**config.mk**
```make
export PLATFORM = sky130hd
export DESIGN_NAME = detector_ctrl
export DESIGN_NICKNAME = d
export VERILOG_FILES = /design/src/rtl/detector_ctrl.sv
export SDC_FILE = /design/constraint.sdc
export NUM_CORES = 1
export LEC_CHECK = 0
export ABC_CLOCK_PERIOD_IN_PS = 5950
export BUFFER_PORTS_ARGS = -buffer_cell sky130_fd_sc_hd__buf_2
export CAP_MARGIN = 15
export CORE_UTILIZATION = 40
export DETAILED_ROUTE_END_ITERATION = 10
export PLACE_DENSITY = 0.65
export SYNTH_ARGS = -nofsm -noshare
export SYNTH_HDL_FRONTEND = slang
export SYNTH_SLANG_ARGS = --single-unit
```
**constraint.sdc**
```tcl
create_clock -name inclk -period 5.95 [get_ports inclk]
set_input_delay 0.595 -clock inclk [delete_from_list [all_inputs] [get_ports inclk]]
set_output_delay 0.595 -clock inclk [all_outputs]
set_load 0.1 [all_outputs]
```
**src/rtl/detector_ctrl.sv**
```systemverilog
// SPI register bank and vsync-aligned capture sequencer for the ball detector.
// Holds colour thresholds, arms single/continuous captures, latches X/Y for readback.
`timescale 1ns/1ps
module detector_ctrl #(
  parameter int SYNC_STAGES = 2
) (
  input  logic       inclk,
  input  logic       res,
  input  logic       spi_clk,
  input  logic       spi_mosi,
  input  logic       cs,
  output logic       spi_miso,
  input  logic       avsync,
  input  logic       det_valid,
  input  logic [9:0] det_x,
  input  logic [8:0] det_y,
  output logic [6:0] hue_lo,
  output logic [6:0] hue_hi,
  output logic [4:0] sat_min,
  output logic [4:0] val_min,
  output logic       capture_en,
  output logic       busy,
  output logic [7:0] led
);

  typedef enum logic [1:0] {S_IDLE = 2'd0, S_ARM = 2'd1, S_FRAME = 2'd2} state_t;

  logic [SYNC_STAGES-1:0] r_sclk_sync, r_mosi_sync, r_cs_sync, r_vs_sync;
  logic r_sclk_d, r_cs_d, r_vs_d;

  // NOTE: every sequential block uses non-blocking (<=) so all flops sample pre-edge values.
  always_ff @(posedge inclk or posedge res) begin
    if (res) begin
      r_sclk_sync <= '0;
      r_mosi_sync <= '0;
      r_cs_sync   <= '0;
      r_vs_sync   <= '0;
      r_sclk_d    <= 1'b0;
      r_cs_d      <= 1'b0;
      r_vs_d      <= 1'b0;
    end else begin
      r_sclk_sync <= {r_sclk_sync[SYNC_STAGES-2:0], spi_clk};
      r_mosi_sync <= {r_mosi_sync[SYNC_STAGES-2:0], spi_mosi};
      r_cs_sync   <= {r_cs_sync[SYNC_STAGES-2:0], cs};
      r_vs_sync   <= {r_vs_sync[SYNC_STAGES-2:0], avsync};
      r_sclk_d    <= r_sclk_sync[SYNC_STAGES-1];
      r_cs_d      <= r_cs_sync[SYNC_STAGES-1];
      r_vs_d      <= r_vs_sync[SYNC_STAGES-1];
    end
  end

  logic w_sclk, w_mosi, w_cs, w_vs;
  logic w_sclk_rise, w_sclk_fall, w_cs_rise, w_vs_rise, w_vs_fall;
  assign w_sclk      = r_sclk_sync[SYNC_STAGES-1];
  assign w_mosi      = r_mosi_sync[SYNC_STAGES-1];
  assign w_cs        = r_cs_sync[SYNC_STAGES-1];
  assign w_vs        = r_vs_sync[SYNC_STAGES-1];
  assign w_sclk_rise = w_sclk & ~r_sclk_d;
  assign w_sclk_fall = ~w_sclk & r_sclk_d;
  assign w_cs_rise   = w_cs & ~r_cs_d;
  assign w_vs_rise   = w_vs & ~r_vs_d;
  assign w_vs_fall   = ~w_vs & r_vs_d;

  logic [4:0] r_bit_cnt;
  logic [6:0] r_rx;
  logic [6:0] r_addr;
  logic       r_rw;
  logic [7:0] r_tx;
  logic       r_cs_seen;
  logic [6:0] r_hue_lo, r_hue_hi;
  logic [4:0] r_sat_min, r_val_min;
  logic       r_cont, r_result_valid, r_miss;
  logic [9:0] r_x;
  logic [8:0] r_y;
  state_t     r_state, w_next_state;

  // A frame only counts once cs has been seen high, so a reset mid-frame needs a fresh cs cycle.
  logic w_active, w_bit_rise, w_commit, w_arm_wr;
  logic [6:0] w_raddr;
  logic [7:0] w_rdata;
  assign w_active   = r_cs_seen & ~w_cs;
  assign w_bit_rise = w_active & w_sclk_rise & (r_bit_cnt != 5'd16);
  assign w_raddr    = {r_rx[5:0], w_mosi};
  assign w_commit   = w_bit_rise & (r_bit_cnt == 5'd15) & ~r_rw;
  assign w_arm_wr   = w_commit & (r_addr == 7'h00) & w_mosi;

  // NOTE: combinational blocks assign a default first so no path infers a latch.
  always_comb begin
    w_rdata = 8'h00;
    case (w_raddr)
      7'h00:   w_rdata = {6'b0, r_cont, 1'b0};
      7'h01:   w_rdata = {1'b0, r_hue_lo};
      7'h02:   w_rdata = {1'b0, r_hue_hi};
      7'h03:   w_rdata = {3'b0, r_sat_min};
      7'h04:   w_rdata = {3'b0, r_val_min};
      7'h05:   w_rdata = {5'b0, r_miss, r_result_valid, (r_state != S_IDLE)};
      7'h06:   w_rdata = r_x[7:0];
      7'h07:   w_rdata = {6'b0, r_x[9:8]};
      7'h08:   w_rdata = r_y[7:0];
      7'h09:   w_rdata = {7'b0, r_y[8]};
      default: ;
    endcase
  end

  always_ff @(posedge inclk or posedge res) begin
    if (res) begin
      r_bit_cnt <= 5'd0;
      r_rx      <= 7'd0;
      r_addr    <= 7'd0;
      r_rw      <= 1'b0;
      r_tx      <= 8'd0;
      r_cs_seen <= 1'b0;
    end else begin
      if (w_cs) r_cs_seen <= 1'b1;
      if (w_cs_rise) begin
        r_bit_cnt <= 5'd0;
        r_tx      <= 8'd0;
      end else if (w_bit_rise) begin
        r_bit_cnt <= r_bit_cnt + 5'd1;
        r_rx      <= {r_rx[5:0], w_mosi};
        if (r_bit_cnt == 5'd7) begin
          r_addr <= w_raddr;
          r_rw   <= r_rx[6];
          if (r_rx[6]) r_tx <= w_rdata;
        end
      end else if (w_active && w_sclk_fall && r_bit_cnt >= 5'd8) begin
        r_tx <= {r_tx[6:0], 1'b0};
      end
    end
  end

  // Write data byte is {r_rx, w_mosi} at the 16th rise; bit1 of it is r_rx[0].
  always_ff @(posedge inclk or posedge res) begin
    if (res) begin
      r_hue_lo  <= 7'h00;
      r_hue_hi  <= 7'h7F;
      r_sat_min <= 5'h00;
      r_val_min <= 5'h00;
      r_cont    <= 1'b0;
    end else if (w_commit) begin
      case (r_addr)
        7'h00:   r_cont    <= r_rx[0];
        7'h01:   r_hue_lo  <= {r_rx[5:0], w_mosi};
        7'h02:   r_hue_hi  <= {r_rx[5:0], w_mosi};
        7'h03:   r_sat_min <= {r_rx[3:0], w_mosi};
        7'h04:   r_val_min <= {r_rx[3:0], w_mosi};
        default: ;
      endcase
    end
  end

  always_ff @(posedge inclk or posedge res) begin
    if (res) r_state <= S_IDLE;
    else     r_state <= w_next_state;
  end

  always_comb begin
    w_next_state = r_state;
    case (r_state)
      S_IDLE:  if (w_arm_wr) w_next_state = S_ARM;
      S_ARM:   if (w_vs_fall) w_next_state = S_FRAME;
      S_FRAME: if (det_valid || w_vs_rise) w_next_state = r_cont ? S_ARM : S_IDLE;
      default: w_next_state = S_IDLE;
    endcase
  end

  // det_valid takes priority over the frame-end rise, so a coincident pulse is a hit.
  always_ff @(posedge inclk or posedge res) begin
    if (res) begin
      r_result_valid <= 1'b0;
      r_miss         <= 1'b0;
      r_x            <= 10'd0;
      r_y            <= 9'd0;
    end else if (r_state == S_IDLE && w_arm_wr) begin
      r_result_valid <= 1'b0;
      r_miss         <= 1'b0;
    end else if (r_state == S_FRAME) begin
      if (det_valid) begin
        r_x            <= det_x;
        r_y            <= det_y;
        r_result_valid <= 1'b1;
      end else if (w_vs_rise) begin
        r_miss <= 1'b1;
      end
    end
  end

  always_comb begin
    capture_en = (r_state == S_FRAME);
    busy       = (r_state != S_IDLE);
    led        = {(r_state != S_IDLE), r_result_valid, r_miss, 3'b000, r_state};
  end

  assign spi_miso = r_tx[7];
  assign hue_lo   = r_hue_lo;
  assign hue_hi   = r_hue_hi;
  assign sat_min  = r_sat_min;
  assign val_min  = r_val_min;

endmodule

```
# Word-level counts from Yosys, hierarchy flattened
# Cells that the tools add are included.
[classes]
magnitude_cmp = 1
n_addsub = 1
mux = 20
div_mod_pow = 0
shift = 0
reduce_logical = 25
bitwise = 21
n_mul = 0
n_eq_ne = 24
[op_table]
columns = ["cell", "count"]
rows = [
  ["one-hot mux 8 bit (10 select lines)", 1],
  ["2-to-1 mux 8 bit", 5],
  ["== test 7 x 3 -> 1 bit (second input constant)", 5],
  ["== test 7 x 2 -> 1 bit (second input constant)", 4],
  ["AND reduction 3 bit", 5],
  ["== test 7 x 1 -> 1 bit (second input constant)", 2],
  ["== test 7 x 4 -> 1 bit (second input constant)", 2],
  ["zero test 7 bit", 2],
  ["AND reduction 2 bit", 7],
  ["bitwise AND 1 bit", 12],
  ["2-to-1 mux 5 bit", 2],
  ["nonzero test 2 bit", 5],
  ["NOT 1 bit", 9],
  ["2-to-1 mux 1 bit", 8],
  ["2-to-1 mux 2 bit", 3],
  ["one-hot mux 2 bit (3 select lines)", 1],
  ["adder 5 x 1 -> 5 bit (second input constant)", 1],
  ["== test 5 x 3 -> 1 bit (second input constant)", 1],
  ["== test 5 x 4 -> 1 bit (second input constant)", 1],
  [">= comparator 5 x 4 -> 1 bit (second input constant)", 1],
  ["!= test 5 bit (second input constant)", 1],
  ["!= test 2 x 1 -> 1 bit (second input constant)", 2],
  ["!= test 2 bit (second input constant)", 2],
  ["logical AND 1 bit", 3],
  ["other kinds (7)", 7],
]
[word_totals]
ramBits = 0
ff_bits = 88
output_inout_bits = 35
mem_bits_ro = 0
in_bits = 26
n_memories = 0
latch_bits = 0

# Longest topological paths before layout
# Gate-level depths: netlist (run 1).
[depth]
ltp_word = 11
mapped_depth = 9
ltp_nobuf = 8

# Least setup slack after synthesis (run 1)
# No wires, ideal clock.
[synth_timing]
path_type = "register to output"
start = "reg r_state[1]"
end = "out led[7]"
t_required_ns = 5.355
path_buffers = 1
t_arrival_ns = 2.149
path_stages_with_launch = 4
setup_slack_ns = 3.206
cell_sequence = "dfrtp_1 > nor2_1 > inv_1 > buf_4"
[synth_via]
elab_chain_cells = 1
[synth_rtl]
columns = ["item", "line", "rtl"]
rows = [
  ["start: declaration", "75", "state_t r_state, w_next_state;"],
  ["start signal: assignment", "154", "else r_state <= w_next_state;"],
  ["nonzero test 2 bit", "-", ""],
  ["end: declaration", "23", "output logic [7:0] led"],
]
# No other way between the ends.

# Final worst setup path (run 1)
[layout_timing]
start = "reg r_bit_cnt[0]"
end = "reg r_val_min[0] (netlist: val_min[0])"
[layout_via]
elab_chain_cells = 5
[layout_rtl]
columns = ["item", "line", "rtl"]
rows = [
  ["start: declaration", "64", "logic [4:0] r_bit_cnt;"],
  ["start signal: assignment", "119", "r_bit_cnt <= r_bit_cnt + 5'd1;"],
  ["!= test 5 bit", "82", "assign w_bit_rise = w_active & w_sclk_rise & (r_bit_cnt != 5'd16);"],
  ["bitwise AND 1 bit", "82", ""],
  ["bitwise AND 1 bit (*) (2 in a row)", "84", "assign w_commit = w_bit_rise & (r_bit_cnt == 5'd15) & ~r_rw;"],
  ["AND reduction 2 bit (no source line) (*)", "-", ""],
  ["end signal: assignment", "146", "7'h04: r_val_min <= {r_rx[3:0], w_mosi};"],
  ["end: declaration", "71", "logic [4:0] r_sat_min, r_val_min;"],
]
# Every way passes the cells marked *; elsewhere a longest branch is shown, timed or not.
# A chain may end at the register's enable or synchronous reset.

==> impl_metrics.json, run 1 <==
{
  "outcome": "complete, no violations",
  "drc": 0,
  "layout_min_cycle_time_ns": 2.38,
  "cp_max_fo": 5,
  "cts_buffers": 9,
  "die_area_um2": 10600,
  "p_sw_frac": 0.298,
  "start_kind": "flip-flop",
  "yosysUniqueCellTypes": 62,
  "synth_seq_area_share": 0.543,
  "max_freq_mhz": 420,
  "relSlewSlack": 0.480,
  "crit_path_top_delay_cell": "dfrtp_1",
  "synthCells": 331,
  "ys.flop_type": "dfrtp_1",
  "drt-initial-drc-count": 155,
  "top_layer": "met4",
  "p_per_area_nw_per_um2": 305,
  "max_stage_delay_ns": 0.42,
  "htreeDepth": 3,
  "drtPass1Iterations": 4,
  "wire_per_inst_um": 17.4,
  "root_buffer": "clkbuf_8",
  "final_util": 0.474,
  "wl_met1_um": 4060,
  "worstSetupEndpointType": "flip-flop",
  "yosys.area.top_type_share": 0.498,
  "antenna_cells": 0,
  "first_global_vias": 2801,
  "final_common_cell": "dfrtp_1",
  "synth_compound_area_frac": 0.0811,
  "wl_um": 8990,
  "wl_met3_um": 390,
  "post-route-period-util": 0.400,
  "overflow": 0,
  "max_slew.worst_pin.slew_ns": 0.780,
  "post_cts_buffers": 0,
  "hold_buffers": 0,
  "tns_ns": 0,
  "yosysTopAreaCell": "dfrtp_1",
  "cts-resized-gates": 0,
  "core_um2": 9820,
  "rsz0062_at_grt": "false",
  "clkPwrFrac": 0.325,
  "path_clk_slew_ns": 0.09,
  "p_leak_nw": 2.31,
  "dieWidth_um": 103,
  "maxSlewViolCount": 0,
  "grt_max_degree": 89,
  "io_pins": 61,
  "required_ns": 6.19,
  "antenna_left": 0,
  "synthArstFlopShare": 1.00,
  "power.switching_w": 0.000423,
  "cts.path.max_buffers": 2,
  "postSynthAreaPerCell_um2": 12.3,
  "synth.area.mux_share": 0.187,
  "initial_core_util": 0.415,
  "synthXorXnorAreaFrac": 0.00430,
  "numClockSinks": 88,
  "dr_wl_met2_um": 4310,
  "place_congestion": 0.802,
  "r2r_start": "r_bit_cnt[0]$_DFFE_PP0N_",
  "cp_cell_sequence": "ha_1 > and3_1 > ha_1 > nand2b_4 > or3_1 > nor2_1 > and3_1 > mux2_2",
  "die_h_um": 103,
  "synthAdderAreaFrac": 0.00921,
  "worstSkewPairLatency_ns": 0.35,
  "p_seq_frac": 0.514,
  "ys_seq_elements": 88,
  "synth_top_family_by_area": "multiplexers",
  "synthSimpleGateAreaFrac": 0.131,
  "dpl.hpwl_um": 6280,
  "criticalPathCategory": "flip-flop to flip-flop",
  "fin_nets": 409,
  "cts_tree": "done",
  "rows": 36,
  "syn_to_final_growth_pct": 14.3,
  "synth_edf_count": 0,
  "synth_area_leaders": "dfrtp_1 50%, mux2_2 16%, dfstp_2 4.5%",
  "drv_cap": 0,
  "pwr-share-comb": 0.162,
  "synth_area_um2": 4070,
  "fin_skew_ns": 0.0106,
  "yosysWarnings": 0,
  "cp_data_arrival_time_ns": 2.63,
  "final_cell_mix": "81 x dfrtp_1, 57 x mux2_2, 57 x buf_2, 24 x nand2_1, 13 x nor2_1",
  "peakVddDrop_uv": 231,
  "viasPerCell": 5.36,
  "grt_pass1_wl_um": 14700,
  "critPathLaunch": "r_bit_cnt[0]$_DFFE_PP0N_",
  "vias": 2778,
  "antenna_found_initial": 0,
  "hp-class": "primary input to asynchronous set/reset pin",
  "hold_violations": 0,
  "drive_gt1_frac": 0.397,
  "internal-power_w": 0.000999,
  "port_buffers": 57,
  "grt_use_total": 0.186,
  "setup_viol": 0
}
[worst paths after layout]
path / endpoint / slack [ns] / depth (start not counted)
min in group inclk: r_mosi_sync[0]$_DFF_PP0_ / 0.34 / 1
hold / removal: hue_lo[2]$_DFFE_PP0P_ / 0.25 / 3
setup / recovery: val_min[0]$_DFFE_PP0P_ / 3.57 / 8
setup reg to reg: val_min[0]$_DFFE_PP0P_ / 3.57 / 8
hold reg to reg: r_vs_sync[1]$_DFF_PP0_ / 0.36 / 0
max in group asynchronous: hue_hi[0]$_DFFE_PP1P_ / 5.05 / 4
[sequential cells by signal, summed over array words and instances, names as in the netlist, 2 cells and up]
register     flops
hue_hi           7
hue_lo           7
r_addr           7
r_bit_cnt        5
r_cs_sync        2
r_mosi_sync      2
r_rx             7
r_sclk_sync      2
r_state          2
r_tx             8
r_vs_sync        2
r_x             10
r_y              9
sat_min          5
val_min          5
[power by group through the flow]
stage                     combinational [W]  clock, W  sequential (W)
after CTS                          0.000229  0.000468        0.000731
final                              0.000230  0.000462        0.000731
after global placement             0.000222         0        0.000739
after detailed placement           0.000228         0        0.000742
after global routing               0.000250  0.000496        0.000738
after floorplan                    0.000205         0        0.000705
[final cells by class]
| cell class | instances | area [um2] |
|---|---|---|
| Fill cell | 947 | 5160 |
| Sequential cell | 88 | 2210 |
| Multi-Input combinational cell | 211 | 1690 |
| Timing Repair Buffer | 60 | 328 |
| Tap cell | 133 | 166 |
| Clock buffer | 12 | 145 |
| Clock inverter | 4 | 77.6 |
| Inverter | 10 | 38.8 |
[through the flow]
step                hold slack (ns)  instance area, um2  worst slack (ns)  cells  power, W
finish                        0.251                4660              3.57    518   0.00142
global route                  0.253                4660              3.45    518   0.00148
CTS                           0.331                4630              3.58    517   0.00143
detailed placement            0.338                4410              3.58    501  0.000971
global placement              0.333                4410              3.68    501  0.000962
floorplan                     0.331                4080              3.09    333  0.000910
[worst max-delay path, delay by kind of cell (launching register included)]
kind	cells	cell delay, ns
muxes	1	0.38
and+or+nand+nor	5	1.06
adders and majority gates	2	0.43
DFF	1	0.42
[metal layers]
metal  track usage  up-vias
li1              -     1280
met3        0.0380       18
met2         0.294       76
met1         0.247     1404
met5             0        -
met4        0.0845        0
[cell families (layout without fill, tap and decap cells)]
family | after synthesis | count (layout)
simple gates | 85 | 85
xor+xnor | 2 | 2
flops | 88 | 88
other cells | 1 | 3
fa+ha+maj | 3 | 3
mux | 69 | 69
compound gates | 49 | 49
buf+inv | 34 | 86
[synthesized netlist by cell type (all sizes together) (2+ instances only)]
library cell	n
a211o	2
a21oi	6
a221oi	2
a22o	3
a22oi	3
a31oi	2
a32oi	4
and2b	2
and3	8
buf	16
clkbuf	8
dfrtp	81
dfstp	7
ha	3
inv	10
mux2	57
mux2i	12
nand2	25
nand4	4
nand4b	2
nand4bb	2
nor2	14
nor2b	6
nor3	6
nor4	3
nor4b	2
o21ai	16
o22ai	2
o2bb2ai	2
or3	2
(Power assumes the default switching activity.)
==> run 2: changes to the inputs <==
--- a/config.mk
+++ b/config.mk
@@ -5,12 +5,12 @@
 export SDC_FILE = /design/constraint.sdc
 export NUM_CORES = 1
 export LEC_CHECK = 0
-export ABC_CLOCK_PERIOD_IN_PS = 5950
+export ABC_CLOCK_PERIOD_IN_PS = 2100
 export BUFFER_PORTS_ARGS = -buffer_cell sky130_fd_sc_hd__buf_2
 export CAP_MARGIN = 15
 export CORE_UTILIZATION = 40
 export DETAILED_ROUTE_END_ITERATION = 10
-export PLACE_DENSITY = 0.65
+export PLACE_DENSITY = 0.68
 export SYNTH_ARGS = -nofsm -noshare
 export SYNTH_HDL_FRONTEND = slang
 export SYNTH_SLANG_ARGS = --single-unit
==> constraint.sdc (replaced) <==
create_clock -name inclk -period 2.1 [get_ports inclk]
set_input_delay 0.21 -clock inclk [delete_from_list [all_inputs] [get_ports inclk]]
set_output_delay 0.21 -clock inclk [all_outputs]
set_load 0.1 [all_outputs]
==> impl_metrics.json, run 2 (synthesis gave the netlist of run 1 again) <==
{
  "regMostFlops": "r_x",
  "peakVddDrop_uv": 560,
  "dpl.hpwl_um": 6700,
  "antenna_cells": 0,
  "outcome": "complete, no violations",
  "io_pins": 61,
  "wire_per_inst_um": 17.2,
  "p_per_area_nw_per_um2": 826,
  "overflow": 0,
  "tns_ns": 0,
  "maxSlewViolCount": 0,
  "cts.path.max_buffers": 2,
  "viasPerCell": 5.36,
  "crit_top_cell": "and3_4",
  "grt_use_total": 0.193,
  "cts_buffers": 9,
  "dieWidth_um": 103,
  "design_area_um2": 4910,
  "hp-class": "primary input to flip-flop",
  "setup_viol": 0,
  "worstSkewPairLatency_ns": 0.37,
  "first_global_vias": 2895,
  "antenna_left": 0,
  "placed_area_um2": 4570,
  "start_kind": "flip-flop",
  "worstSetupEndpointType": "flip-flop",
  "n_fill_cell": 914,
  "max_stage_delay_ns": 0.37,
  "drtPass1Iterations": 4,
  "layout_min_cycle_time_ns": 2.09,
  "path_delay_family": "simple AND/OR/NAND/NOR gates",
  "rsz0062_at_grt": "true",
  "die_area_um2": 10600,
  "seq_area_um2": 2210,
  "largest_register_ffs": 10,
  "initial_core_util": 0.415,
  "die_h_um": 103,
  "core_um2": 9820,
  "path_buf_inv": 0,
  "max_freq_mhz": 479,
  "final_common_cell": "dfrtp_1",
  "p_leak_nw": 2.42,
  "relSlewSlack": 0.629,
  "cp_cell_sequence": "ha_2 > and3_4 > ha_4 > nand2b_4 > or3_4 > nor2_4 > and3_4 > mux2_4",
  "post-route-period-util": 0.993,
  "wl_um": 9340,
  "grt_pass1_wl_um": 15300,
  "dp_cells": 520,
  "grt_max_degree": 31,
  "htreeDepth": 3,
  "layoutNonFillerInstCount": 544,
  "root_buffer": "clkbuf_8",
  "max_slew.worst_pin.slew_ns": 0.556,
  "path_clk_slew_ns": 0.09,
  "drt-initial-drc-count": 106,
  "drc": 0,
  "largest_registers": "r_x (10), r_y (9), r_tx (8)",
  "syn_to_final_growth_pct": 20.5,
  "port_buffers": 57,
  "drv_cap": 0,
  "vias": 2915,
  "required_ns": 2.35,
  "cp_max_fo": 5,
  "drive_gt1_frac": 0.445,
  "criticalPathCategory": "flip-flop to flip-flop",
  "place_congestion": 0.840,
  "hold_violations": 0,
  "crit_path_top_delay_cell": "dfrtp_1",
  "final_util": 0.500,
  "cp_data_arrival_time_ns": 2.34,
  "final_cell_mix": "79 x dfrtp_1, 57 x buf_2, 52 x mux2_2, 24 x nand2_1, 23 x buf_4",
  "antenna_found_initial": 0,
  "fin_nets": 435,
  "rows": 36,
  "fin_skew_ns": 0.0126,
  "power_w": 0.00405,
  "numClockSinks": 88,
  "multi_input_area_um2": 1750,
  "cts_tree": "done"
}
[run 2: final cells by class]
| type | instances | share of cell area |
|---|---|---|
| tap | 133 | 0.0339 |
| inverter | 10 | 0.00841 |
| sequential | 88 | 0.451 |
| timing repair buffer | 86 | 0.108 |
| clock inverter | 5 | 0.0166 |
| multi-input combinational | 211 | 0.356 |
| clock buffer | 11 | 0.0268 |
[run 2: repair_timing]
action / in CTS / in global routing
endpoints found under the setup margin: 5 / 20
endpoints found under the hold margin: 23 / 0
hold buffers: 5 / 0
gates cloned: 0 / 0
pin swaps: 4 / 4
buffers inserted: 1 / 2
gates resized for setup: 7 / 6
[run 2: worst paths after layout]
path,startpoint,end,slack [ns],cells past startpoint
hold / removal,det_y[3],r_y[3]$_DFFE_PP0P_,0.07,2
setup / recovery,r_bit_cnt[0]$_DFFE_PP0N_,val_min[2]$_DFFE_PP0P_,0.01,8
max in group asynchronous,res,hue_hi[4]$_DFFE_PP1P_,1.01,4
setup reg to reg,r_bit_cnt[0]$_DFFE_PP0N_,val_min[2]$_DFFE_PP0P_,0.01,8
min in group asynchronous,res,r_rw$_DFFE_PP0P_,0.44,3
hold reg to reg,r_sclk_sync[0]$_DFF_PP0_,r_sclk_sync[1]$_DFF_PP0_,0.36,0
[run 2: worst reg2reg max path, stage by stage, from the launching register on]
cell	delay, ns
dfrtp_1	0.37
ha_2	0.19
and3_4	0.19
ha_4	0.14
nand2b_4	0.06
or3_4	0.35
nor2_4	0.11
and3_4	0.27
mux2_4	0.31
[run 2: layer usage]
metal	share of wire	up-vias	GRT usage	routed length [um]
met1	0.44	1481	0.256	4140
met2	0.49	91	0.315	4600
met5	0	-	0	0
li1	-	1330	-	-
met3	0.047	13	0.0414	435
met4	0.018	0	0.0683	165
[run 2: per-stage QoR]
| step | setup slack (ns) | hold slack (ns) |
|---|---|---|
| finish | 0.0144 | 0.0681 |
| global route | -0.0655 | 0.0584 |
| CTS | 0.0122 | 0.0663 |
| detailed placement | -0.103 | 0.293 |
| global placement | -0.0510 | 0.287 |
| floorplan | 0.00693 | 0.241 |
[run 2: report_power, final]
| group | leakage [nW] | switching, W | internal [W] | total (W) |
|---|---|---|---|---|
| combinational | 1.17 | 0.000445 | 0.000279 | 0.000724 |
| clock | 0.104 | 0.000613 | 0.000674 | 0.00129 |
| sequential | 1.15 | 0.000168 | 0.00188 | 0.00204 |
==> run 3: changes to the inputs <==
--- a/config.mk
+++ b/config.mk
@@ -8,9 +8,13 @@
 export ABC_CLOCK_PERIOD_IN_PS = 2100
 export BUFFER_PORTS_ARGS = -buffer_cell sky130_fd_sc_hd__buf_2
 export CAP_MARGIN = 15
-export CORE_UTILIZATION = 40
+export CELL_PAD_IN_SITES_DETAIL_PLACEMENT = 1
+export CELL_PAD_IN_SITES_GLOBAL_PLACEMENT = 2
+export CORE_UTILIZATION = 34
+export CTS_CLUSTER_SIZE = 25
 export DETAILED_ROUTE_END_ITERATION = 10
-export PLACE_DENSITY = 0.68
+export PLACE_DENSITY = 0.81
+export SLEW_MARGIN = 10
 export SYNTH_ARGS = -nofsm -noshare
 export SYNTH_HDL_FRONTEND = slang
 export SYNTH_SLANG_ARGS = --single-unit
==> impl_metrics.json, run 3 (synthesis gave the netlist of run 1 again) <==
{
  "die_h_um": 111,
  "htreeDepth": 3,
  "criticalPathCategory": "flip-flop to flip-flop",
  "fin_nets": 436,
  "vias": 2890,
  "power.switching_w": 0.00128,
  "layoutNonFillerInstCount": 555,
  "critPathLaunch": "r_bit_cnt[1]$_DFFE_PP0N_",
  "dieWidth_um": 111,
  "p_sw_frac": 0.269,
  "largest_register_ffs": 10,
  "dp_cells": 532,
  "first_global_vias": 3121,
  "pwr-share-comb": 0.159,
  "drtPass1Iterations": 7,
  "syn_to_final_growth_pct": 24.8,
  "regMostFlops": "r_x",
  "max_freq_mhz": 482,
  "peakVddDrop_uv": 508,
  "p_per_area_nw_per_um2": 938,
  "drv_cap": 0,
  "grt_max_degree": 42,
  "placed_area_um2": 4600,
  "wl_um": 10600,
  "port_buffers": 57,
  "required_ns": 2.32,
  "path_buf_inv": 0,
  "rows": 39,
  "crit_path_top_delay_cell": "dfrtp_1",
  "cts.path.max_buffers": 2,
  "drt-initial-drc-count": 117,
  "initial_core_util": 0.352,
  "whs_ns": 0.0999,
  "internal-power_w": 0.00349,
  "relSlewSlack": 0.662,
  "dpl.hpwl_um": 7640,
  "cp_data_arrival_time_ns": 2.30,
  "n_fill_cell": 1238,
  "worstSkewPairLatency_ns": 0.34,
  "path_delay_family": "simple AND/OR/NAND/NOR gates",
  "hold_start": "det_y[8]",
  "place_congestion": 0.795,
  "hold_violations": 0,
  "post-route-period-util": 0.989,
  "grt_pass1_wl_um": 17200,
  "worstSetupEndpointType": "flip-flop",
  "r2r_start": "r_bit_cnt[1]$_DFFE_PP0N_",
  "setup_viol": 0,
  "rsz0062_at_grt": "true",
  "layout_min_cycle_time_ns": 2.08,
  "io_pins": 61,
  "p_leak_nw": 2.49,
  "viasPerCell": 5.21,
  "crit_top_cell": "and3_4",
  "overflow": 0,
  "maxSlewViolCount": 0,
  "path_clk_slew_ns": 0.06,
  "fin_skew_ns": 0.00704,
  "max_stage_delay_ns": 0.36,
  "max_slew.worst_pin.slew_ns": 0.506,
  "final_common_cell": "dfrtp_1",
  "design_area_um2": 5080,
  "start_kind": "flip-flop",
  "clkPwrFrac": 0.412,
  "drive_gt1_frac": 0.456,
  "cts_tree": "done",
  "root_buffer": "clkbuf_16",
  "largest_registers": "r_x (10), r_y (9), r_tx (8)",
  "outcome": "complete, but fails checks",
  "grt_use_total": 0.181,
  "antenna_cells": 0,
  "die_area_um2": 12400,
  "antenna_found_initial": 0,
  "final_cell_mix": "78 x dfrtp_1, 57 x buf_2, 56 x mux2_2, 24 x buf_4, 23 x nand2_1",
  "antenna_left": 0,
  "drc": 5,
  "numClockSinks": 88,
  "wire_per_inst_um": 19.0,
  "hp-class": "primary input to flip-flop",
  "cp_max_fo": 5,
  "core_um2": 11600,
  "p_seq_frac": 0.429,
  "cp_cell_sequence": "ha_2 > and3_4 > ha_4 > nand2b_4 > or3_4 > nor2_4 > and3_4 > mux2_2",
  "cts_buffers": 9,
  "power_w": 0.00477,
  "violations": "design-rule violations"
}
run 3: worst paths after layout:
path,to,slack [ns],cells past startpoint
worst max-delay path,val_min[1]$_DFFE_PP0P_,0.02,8
worst min-delay path,r_y[8]$_DFFE_PP0P_,0.1,2
worst max register to register,val_min[1]$_DFFE_PP0P_,0.02,8
worst min register to register,r_cs_sync[1]$_DFF_PP0_,0.35,0
max in group asynchronous,hue_hi[4]$_DFFE_PP1P_,0.89,4
min in group asynchronous,r_addr[5]$_DFFE_PP0P_,0.45,3
run 3: routing by layer:
metal	vias to the layer above	global-route usage	routed length [um]
met5	-	0	0
met4	0	0.0613	196
met3	17	0.0403	388
met2	61	0.311	5360
met1	1481	0.225	4610
li1	1331	-	-
run 3: repair_timing:
action,CTS,global route
setup endpoints to repair,6,28
pin swaps,1,1
hold buffers,5,0
resized for setup,8,5
endpoints found under the hold margin,23,0
buffers inserted,0,2
run 3: stage by stage:
stage                util  TNS, ns  setup WS [ns]
floorplan               -        0        0.00693
global placement    0.398   -0.344        -0.0693
detailed placement  0.398   -0.746         -0.158
CTS                 0.437        0        0.00489
global route        0.440   -0.359        -0.0451
finish              0.440        0         0.0237
run 3: power groups by stage:
stage | Combinational, W | Sequential (W) | Clock [W]
2_1_floorplan | 0.000580 | 0.00200 | 0
4_1_cts | 0.000764 | 0.00205 | 0.00201
3_3_place_gp | 0.000733 | 0.00207 | 0
5_1_grt | 0.000825 | 0.00207 | 0.00207
3_5_place_dp | 0.000753 | 0.00207 | 0
6_report | 0.000760 | 0.00205 | 0.00196
run 3: cell type report:
cell class	instances	area [um2]	share of cell area
well taps	143	179	0.0352
clock inverters	5	128	0.0251
repair buffers	87	536	0.105
clock buffers	11	243	0.0477
flip-flops and latches	88	2210	0.436
inverters	10	41.3	0.00812
multi-input cells	211	1740	0.343
